`src/rtl/instr_fetch_unit.sv`:
```
// Fetch stage: owns the PC and issues one request at a time to a variable-latency
// instruction memory, presenting the fetched word with InstrValid to the core.
module instr_fetch_unit #(
    parameter logic [31:0] RESET_VECTOR = 32'h0000_0000,
    parameter int unsigned TIMEOUT      = 16,
    parameter logic [31:0] NOP_WORD     = 32'hE1A0_0000
) (
    input  logic        CLK,
    input  logic        RESETn,
    input  logic        PCSrc,
    input  logic [31:0] Result,
    input  logic        Stall,
    output logic        imem_req,
    output logic [31:0] imem_addr,
    input  logic        imem_rvalid,
    input  logic [31:0] imem_rdata,
    output logic [31:0] Instr,
    output logic        InstrValid,
    output logic [31:0] PC,
    output logic [31:0] PCPlus8,
    output logic        FetchErr
);

    typedef enum logic [1:0] {
        BOOT,
        FETCH,
        WAIT,
        EXEC
    } state_t;

    localparam int CW = $clog2(TIMEOUT);
    localparam logic [CW-1:0] CNT_MAX = CW'(TIMEOUT - 1);

    state_t        state;
    logic [CW-1:0] cnt;
    logic [31:0]   next_pc;
    logic          unused_bits;

    // Branch targets are word aligned; the low bits of Result never reach the PC
    assign next_pc     = PCSrc ? {Result[31:2], 2'b00} : PC + 32'd4;
    assign PCPlus8     = PC + 32'd8;
    assign unused_bits = ^Result[1:0];

    always_ff @(posedge CLK or negedge RESETn) begin
        if (!RESETn) begin
            state      <= BOOT;
            PC         <= RESET_VECTOR;
            Instr      <= NOP_WORD;
            InstrValid <= 1'b0;
            imem_req   <= 1'b0;
            imem_addr  <= 32'h0;
            FetchErr   <= 1'b0;
            cnt        <= '0;
        end else begin
            unique case (state)
                BOOT: begin
                    state     <= FETCH;
                    imem_req  <= 1'b1;
                    imem_addr <= PC;
                end
                FETCH: begin
                    state    <= WAIT;
                    imem_req <= 1'b0;
                    cnt      <= '0;
                end
                WAIT: begin
                    // Data arriving on the timeout cycle still wins
                    if (imem_rvalid) begin
                        Instr      <= imem_rdata;
                        InstrValid <= 1'b1;
                        state      <= EXEC;
                    end else if (cnt == CNT_MAX) begin
                        Instr      <= NOP_WORD;
                        FetchErr   <= 1'b1;
                        InstrValid <= 1'b1;
                        state      <= EXEC;
                    end else begin
                        cnt <= cnt + 1'b1;
                    end
                end
                EXEC: begin
                    if (!Stall) begin
                        PC         <= next_pc;
                        imem_req   <= 1'b1;
                        imem_addr  <= next_pc;
                        InstrValid <= 1'b0;
                        state      <= FETCH;
                    end
                end
                default: state <= BOOT;
            endcase
        end
    end

endmodule

```
`config.mk`:
```
export PLATFORM = sky130hd
export DESIGN_NAME = instr_fetch_unit
export DESIGN_NICKNAME = d
export VERILOG_FILES = /design/src/rtl/instr_fetch_unit.sv
export SDC_FILE = /design/constraint.sdc
export NUM_CORES = 1
export LEC_CHECK = 0
export ABC_CLOCK_PERIOD_IN_PS = 2350
export BUFFER_PORTS_ARGS = -buffer_cell sky130_fd_sc_hd__buf_4
export CAP_MARGIN = 20
export CELL_PAD_IN_SITES_DETAIL_PLACEMENT = 0
export CELL_PAD_IN_SITES_GLOBAL_PLACEMENT = 2
export CORE_MARGIN = 1
export CORE_UTILIZATION = 27
export CTS_CLUSTER_SIZE = 24
export DETAILED_ROUTE_END_ITERATION = 16
export GPL_TIMING_DRIVEN = 0
export PLACE_DENSITY_LB_ADDON = 0.1
export SETUP_SLACK_MARGIN = 0.1
export SYNTH_ARGS = -nofsm -noshare
export SYNTH_HDL_FRONTEND = slang
export SYNTH_SLANG_ARGS = --single-unit
```
`constraint.sdc`:
```
create_clock -name CLK -period 2.35 [get_ports CLK]
set_input_delay 0.47 -clock CLK [delete_from_list [all_inputs] [get_ports CLK]]
set_output_delay 0.47 -clock CLK [all_outputs]
set_load 0.02 [all_outputs]
```
* Word level (Yosys, flattened, before mapping)
Cells that the tools add are included.
** Word-level totals
- Flip-flop bits (word level) :: 105
- Latch bits :: 0
- Bits in writable memories :: 0
- ROM bits :: 0
- Input bits :: 69
- Output and inout port bits :: 131
- Logic and storage cells :: 53
- Memories :: 0
** Cells by class
- $add $sub $neg :: 3
- Multipliers :: 0
- Divide/modulo/power cells :: 0
- $lt $le $gt $ge :: 0
- Equality and inequality tests :: 8
- Shift operators :: 0
- Mux-type cells :: 18
- Bitwise logic cells :: 2
- Reduce and logical (&&, ||, !) cells :: 14
** Operators with widths (count)
- $mux 32 :: 4
- $pmux 32 s2 :: 1
- $add 32x3->32 const B :: 1
- $add 32x4->32 const B :: 1
- $reduce_and 2->1 :: 5
- $reduce_and 3->1 :: 3
- $mux 4 :: 2
- $pmux 2 s4 :: 1
- $pmux 4 s2 :: 1
- $reduce_bool 2->1 :: 4
- $mux 2 :: 3
- $ne 2x2->1 const B :: 3
- $add 4x1->4 const B :: 1
- $eq 2x2->1 const B :: 2
- $eq 4x4->1 const B :: 1
- $mux 1 :: 4
- $ne 3x3->1 const B :: 1
- $pmux 1 s3 :: 1
- $reduce_bool 3->1 :: 1
- $eq 2x1->1 const B :: 1
- $logic_not 2->1 :: 1
- $not 1->1 :: 2
- $pmux 1 s2 :: 1

* Logic depth before layout (Yosys ltp)
Gate-level depths: netlist of the first run.
- Depth after elaboration :: 4
- Depth in mapped cells :: 9
- Gate-level depth less buffers :: 6

* Worst setup path before layout of the first run
OpenSTA, ideal clock, no wires.
- Path kind :: register to output
- Start :: register PC[3]
- End :: output port PCPlus8[31]
- Arrival :: 2.048 ns
- Data required time :: 1.880 ns
- Setup slack :: -0.168 ns
- Cell stages (with the launch flop) :: 6
- Path buffers :: 0
- Path through :: dfrtp_1 > ha_1 > nand3_1 > or4_1 > nor4_1 > xnor2_1
** On the way
- Longest elaborated chain between the ends :: 1
** Ends and longest elaborated chain
- from (decl) :: RTL line 19 : output logic [31:0] PC,
- from (signal assigned) :: RTL line 83 : PC <= next_pc;
- $add 32x4->32 :: RTL line 41 : assign PCPlus8 = PC + 32'd8;
- to (decl) :: RTL line 20 : output logic [31:0] PCPlus8,
Every way passes these cells.

* Worst setup path in the final report of the first run
- Start :: register PC[12]
- End :: output port PCPlus8[31]
The elaborated chain is that of the path after synthesis.

==> results of run 1 <==
cells by family (layout without fill, tap and decap cells):
family                     Yosys count  after routing  synth area share (%)
muxes                               19             19                  2.98
adders and majority gates            9              9                  1.72
and+or+nand+nor                    280            280                  22.9
xor gates and xnor gates            32             32                  4.28
AOI/OAI and AO/OA                  198            198                  21.7
DFF                                105            105                  40.3
buffers and inverters               93            385                  6.16
worst max path at each step:
stage | from | to | slack, ns | depth (start not counted)
finish | PC[12] | PCPlus8[31] | -0.30 | 6
floorplan | PC[11] | PCPlus8[25] | -0.01 | 6
detailed placement | state[0] | imem_addr[25] | -0.92 | 9
global placement | state[1] | imem_addr[24] | -0.94 | 9
CTS | PC[13] | PCPlus8[31] | -0.33 | 6
global route | PC[13] | PCPlus8[31] | -0.36 | 6
final cells by class:
type | count | area share (%)
buffer | 73 | 5.01
sequential | 105 | 25.8
multi-input combinational | 538 | 40.0
clock buffer | 10 | 2.23
clock inverter | 6 | 0.732
tap | 319 | 3.89
timing repair buffer | 278 | 21.8
inverter | 18 | 0.659
power by group through the flow:
| stage | sequential, uW | combinational (uW) | clock, uW |
|---|---|---|---|
| after floorplan | 4110 | 4010 | 0 |
| after detailed placement | 3320 | 8060 | 0 |
| after CTS | 3280 | 9210 | 1670 |
| after global routing | 3390 | 10200 | 1730 |
| final | 3280 | 9560 | 1640 |
| after global placement | 3320 | 8090 | 0 |
cells in the mapped netlist (all sizes together) (4+ instances only):
master | n | area share (%)
dfrtp | 99 | 38
nand2 | 61 | 3.5
clkbuf | 46 | 2.6
nand3 | 45 | 3.4
nor2 | 35 | 2.0
a22o | 32 | 4.3
nand4 | 32 | 3.4
a21oi | 31 | 2.4
o21ai | 31 | 2.4
buf | 29 | 2.5
nor3 | 27 | 2.1
xnor2 | 24 | 3.2
inv | 18 | 1.0
o311ai | 16 | 2.1
mux2i | 15 | 2.3
and3 | 13 | 1.2
nand2b | 13 | 1.2
nor2b | 13 | 1.2
nor4 | 13 | 1.5
a22oi | 12 | 1.4
o211ai | 12 | 1.4
a31oi | 9 | 0.86
ha | 9 | 1.7
and2 | 8 | 0.76
xor2 | 8 | 1.1
o22a | 7 | 0.94
o31ai | 7 | 0.80
a211oi | 6 | 0.69
dfstp | 6 | 2.4
o2bb2ai | 6 | 0.80
or4 | 6 | 0.75
and4 | 4 | 0.54
mux2 | 4 | 0.69
nand4b | 4 | 0.54
o21a | 4 | 0.46
state kept, by name (all words and copies together), names as in the netlist:
| signal | cells |
|---|---|
| FetchErr | 1 |
| Instr | 32 |
| InstrValid | 1 |
| PC | 32 |
| cnt | 4 |
| imem_addr | 32 |
| imem_req | 1 |
| state | 2 |
per-stage QoR:
step                      total power, uW  hold slack, ns  TNS [ns]
after floorplan                      8120           0.174   -0.0461
after global placement              11400           0.461    -45.14
after detailed placement            11400           0.404    -39.13
after CTS                           14200          0.0124     -4.09
after global routing                15400          0.0232     -4.99
final                               14500         0.00701     -3.40
routing by layer:
| layer | vias up | global-route usage [%] |
|---|---|---|
| met1 | 3601 | 34.2 |
| met3 | 39 | 3.86 |
| met2 | 301 | 37.7 |
| li1 | 3324 | - |
| met4 | 0 | 7.49 |
| met5 | - | 0 |
what timing repair did:
action	4_1_cts	5_1_grt
pin swaps	31	25
buffers inserted	58	22
setup endpoints to repair	87	87
endpoints found under the hold margin	0	0
resized for setup	142	59
==> results.ini, run 1 <==
[sta]
max_slew_margin_pct = 48.1
worst_pin_slew_ns = 0.778
final.setup.worst_slack_ns = -0.305
setup_violations = 18
clock_skew_ns = 0.0115
fin_crit_sh_pct = 113
maxSlewViolCount = 0
hold_viol = 0
period_needed_ns = 2.65
fmax_mhz = 377
rsz0062_at_grt = true

[floorplanning]
core_mm2 = 0.0236
die_w_um = 158
rows = 56
die_area_mm2 = 0.0249
dieHeight_um = 158
initial_core_util_pct = 27.7
ios = 200

[route]
wire_per_inst_um = 22.3
vias = 7265
vias_per_cell = 5.39
met2WireLength_mm = 13.6
drt_iter0_drc = 541
drt_first_pass_iters = 5
wl_mm = 30.0
route.layer.met1.wl_mm = 13.6
top_layer = met4
wl_met3_mm = 2.15
drc = 0
detail-route-antenna-nets = 0

[global_routing]
grt_max_degree = 71
antenna_found_initial = 0
grt_pass1_wl_mm = 44.1
grt_pass1_vias = 6973
overflow = 0
grt_usage_pct = 24.2

[synthesis]
syn_inst = 736
synth-seq-cells = 105
synthArstFlopShare_pct = 100
seq_area_frac_synth_pct = 40.3
avgSynthCellArea_um2 = 8.89
synth_cell_types = 65
syn_area_mm2 = 0.00655
synth_flop_cell = dfrtp_1
syn_nets = 814
synth_edf_count = 0
ys_warn_count = 0

[worst_setup_path]
rr_worst_depth = 10
r2r_slack_ns = 0.08
cp_slowest_cell = or4_4
path_delay_family = simple AND/OR/NAND/NOR gates
r2r-end = PC[29]
cp.required_ns = 1.88
worstPathCellList = buf_6, nand2_1, or4_4, nor4_4, xnor2_2, buf_4
r2r_start = PC[8]
end_kind = output port
cp_num_buf_inv = 2
cp.arrival_ns = 2.18
cp_slowest_stage_delay_ns = 0.58
startpoint_type = register
critPathKind = register to output port
path_max_fanout = 7

[cts]
cts.sinks = 105
cts_buffer_depth = 2
hold_buffers = 0
htree_levels = 3
numCtsBuffers = 9
clk_pin_slew_ns = 0.08
cts_tree = built
root_buffer = clkbuf_16
clock_latency_ns = 0.36

[pwr]
p_comb_share_pct = 66.0
seqPwrFrac_pct = 22.7
p_sw_share_pct = 48.1
p_per_area_mw_per_mm2 = 1410
peakVddDrop_mv = 0.590
switchingPower_uw = 6960
power_frac_clock_pct = 11.3
power.leakage_uw = 0.00457
intPower_uw = 7520

[final_layout]
post-route-util_pct = 43.5
drive_gt1_share_pct = 43.6
fin_cells = 1347
register_area_mm2 = 0.00264
antenna_cells = 0
final_area_mm2 = 0.0103
final_common_cell = buf_4
final_cell_mix = buf_4, dfrtp_1, nand2_1
multi_input_area_mm2 = 0.00410
syn_to_final_growth_pct = 56.8
finalNetCount = 1101
fillers = 2396

[place]
dpl.hpwl_mm = 20.6
port_buffers = 197
gp_congestion = 0.796
placement.cell_area_mm2 = 0.00861
dp.cells = 1254
dp_slack_ns = -0.919

[hold_path]
hold_path.class = input pin to asynchronous set/reset pin

[outcome]
status = finished with violations
violations = setup timing

[flow_run]
max-cap-violations = 0

No activity file was read; power rests on OpenSTA's default activity.
==> inputs of run 2 (changes only) <==
--- a/config.mk
+++ b/config.mk
@@ -15,6 +15,7 @@
 export CTS_CLUSTER_SIZE = 24
 export DETAILED_ROUTE_END_ITERATION = 16
 export GPL_TIMING_DRIVEN = 0
+export HOLD_SLACK_MARGIN = 0.02
 export PLACE_DENSITY_LB_ADDON = 0.1
 export SETUP_SLACK_MARGIN = 0.1
 export SYNTH_ARGS = -nofsm -noshare
==> constraint.sdc (replaced) <==
create_clock -name CLK -period 2.35 [get_ports CLK]
set_input_delay 0.3525 -clock CLK [delete_from_list [all_inputs] [get_ports CLK]]
set_output_delay 0.3525 -clock CLK [all_outputs]
set_load 0.02 [all_outputs]
==> run 2 against run 1 <==
Net effect: the flow still finishes with violations (setup timing); flip-flop and latch count is the same; hold slack better by 0.19 ns; combinational power shrank 1%; global-route usage shrank 0.37 points; final cell count decreased by 0.15%; clock-buffer cell count unchanged; worst setup slack gained 0.076 ns; sequential power barely moved; largest cell class unchanged.
==> results.ini, run 2 (same netlist as run 1, synthesis figures left out) <==
[route]
route.layer.met1.wl_mm = 13.6
met2WireLength_mm = 13.5
vias = 7257
top_layer = met4
wl_met3_mm = 2.03
drc = 0
wl_mm = 30.1
wire_per_inst_um = 22.4
drt_iter0_drc = 570
drt_first_pass_iters = 5
vias_per_cell = 5.40
detail-route-antenna-nets = 0

[global_routing]
antenna_found_initial = 0
grt_usage_pct = 23.9
grt_max_degree = 83
grt_pass1_vias = 6931
overflow = 0
grt_pass1_wl_mm = 43.6

[sta]
hold_viol = 0
fmax_mhz = 388
maxSlewViolCount = 0
clock_skew_ns = 0.0148
final.setup.worst_slack_ns = -0.228
rsz0062_at_grt = true
period_needed_ns = 2.58
fin_crit_sh_pct = 110
setup_violations = 15
max_slew_margin_pct = 41.9
worst_pin_slew_ns = 0.872

[final_layout]
fillers = 2428
top_regs = Instr: 32 flops, PC: 32 flops, imem_addr: 32 flops
register_area_mm2 = 0.00264
syn_to_final_growth_pct = 53.4
post-route-util_pct = 42.5
final_cell_mix = buf_4, dfrtp_1, nand2_1
finalNetCount = 1099
drive_gt1_share_pct = 41.5
final_area_mm2 = 0.0100
final_common_cell = buf_4
antenna_cells = 0
multi_input_area_mm2 = 0.00401
fin_cells = 1345

[outcome]
status = finished with violations
violations = setup timing

[worst_setup_path]
r2r-end = PC[29]
worstPathCellList = buf_6, nand4_1, buf_6, or4_4, nor4_4, xnor2_2, buf_4
r2r_start = PC[7]
end_kind = output port
startpoint_type = register
path_max_fanout = 3
crit_end = PCPlus8[31]
rr_worst_depth = 8
cp.required_ns = 2.00
startpoint = PC[13]
cp.arrival_ns = 2.23
cp_slowest_stage_delay_ns = 0.57
critPathKind = register to output port
path_common_cell = buf_6
r2r_slack_ns = 0
cp_slowest_cell = or4_4

[pwr]
seqPwrFrac_pct = 23.0
power_frac_clock_pct = 10.8
p_per_area_mw_per_mm2 = 1420
peakVddDrop_mv = 0.596
switchingPower_uw = 6900
p_sw_share_pct = 48.4
p_comb_share_pct = 66.2
intPower_uw = 7360
power.leakage_uw = 0.00445

[place]
gp_congestion = 0.824
port_buffers = 197
placement.cell_area_mm2 = 0.00855
dpl.hpwl_mm = 20.6
dp.cells = 1254

[cts]
root_buffer = clkbuf_16
clock_latency_ns = 0.37
clk_pin_slew_ns = 0.08
cts.sinks = 105
htree_levels = 3
cts_buffer_depth = 2
cts_tree = built
numCtsBuffers = 9

[hold_path]
hold_path.class = input pin to register

[floorplanning]
core_mm2 = 0.0236
ios = 200
dieHeight_um = 158
initial_core_util_pct = 27.7
die_w_um = 158
rows = 56
die_area_mm2 = 0.0249

[flow_run]
max-cap-violations = 0

## run 2: layer usage
layer  track usage, %  up-vias
li1                 -     3322
met1             33.3     3547
met5                0        -
met3             3.83       60
met2             36.6      328
met4             9.29        0
## run 2: how the worst min path moves through the flow
| stage | start | end | slack [ns] | cells past startpoint |
|---|---|---|---|---|
| floorplan | RESETn | FetchErr | 0.06 | 0 |
| global placement | FetchErr | FetchErr | 0.46 | 1 |
| detailed placement | RESETn | cnt[3] | 0.23 | 1 |
| CTS | imem_rdata[30] | Instr[30] | 0.19 | 2 |
| global route | imem_rdata[30] | Instr[30] | 0.19 | 2 |
| finish | imem_rdata[30] | Instr[30] | 0.19 | 2 |
## run 2: power groups by stage
stage	Combinational (uW)	Clock [uW]	Sequential (uW)
floorplan	3960	0	4100
global placement	8020	0	3320
detailed placement	8000	0	3330
CTS	8850	1580	3300
global route	10100	1620	3390
finish	9430	1540	3280
## run 2: cell type report
type	count	share of cell area, %
plain buffers	74	5.02
clock buffers	10	2.28
clock inverters	6	0.511
inverters	18	0.673
multi-input cells	538	39.9
flip-flops and latches	105	26.3
well taps	319	3.97
repair buffers	275	21.3
## run 2: worst max-delay path, delay by kind of cell, from the launching register on
family,cells,cell delay (ns)
flops,1,0.36
xor+xnor,1,0.15
simple gates,3,0.94
buf+inv,3,0.41
## run 2: stage by stage
stage | total power [uW] | setup slack [ns] | hold WS (ns) | TNS, ns
3_3_place_gp | 11300 | -1.08 | 0.459 | -41.06
6_report | 14300 | -0.228 | 0.193 | -1.52
4_1_cts | 13700 | -0.242 | 0.188 | -2.23
5_1_grt | 15100 | -0.303 | 0.192 | -3.14
3_5_place_dp | 11300 | -1.07 | 0.234 | -38.11
2_1_floorplan | 8060 | 0.0354 | 0.0569 | 0
## run 2: timing repair
action | CTS | global route
endpoints found under the hold margin | 23 | 0
gates cloned | 0 | 1
pin swaps | 26 | 18
setup endpoints to repair | 87 | 60
buffers inserted | 45 | 29
hold buffers | 1 | 0
gates resized for setup | 117 | 72
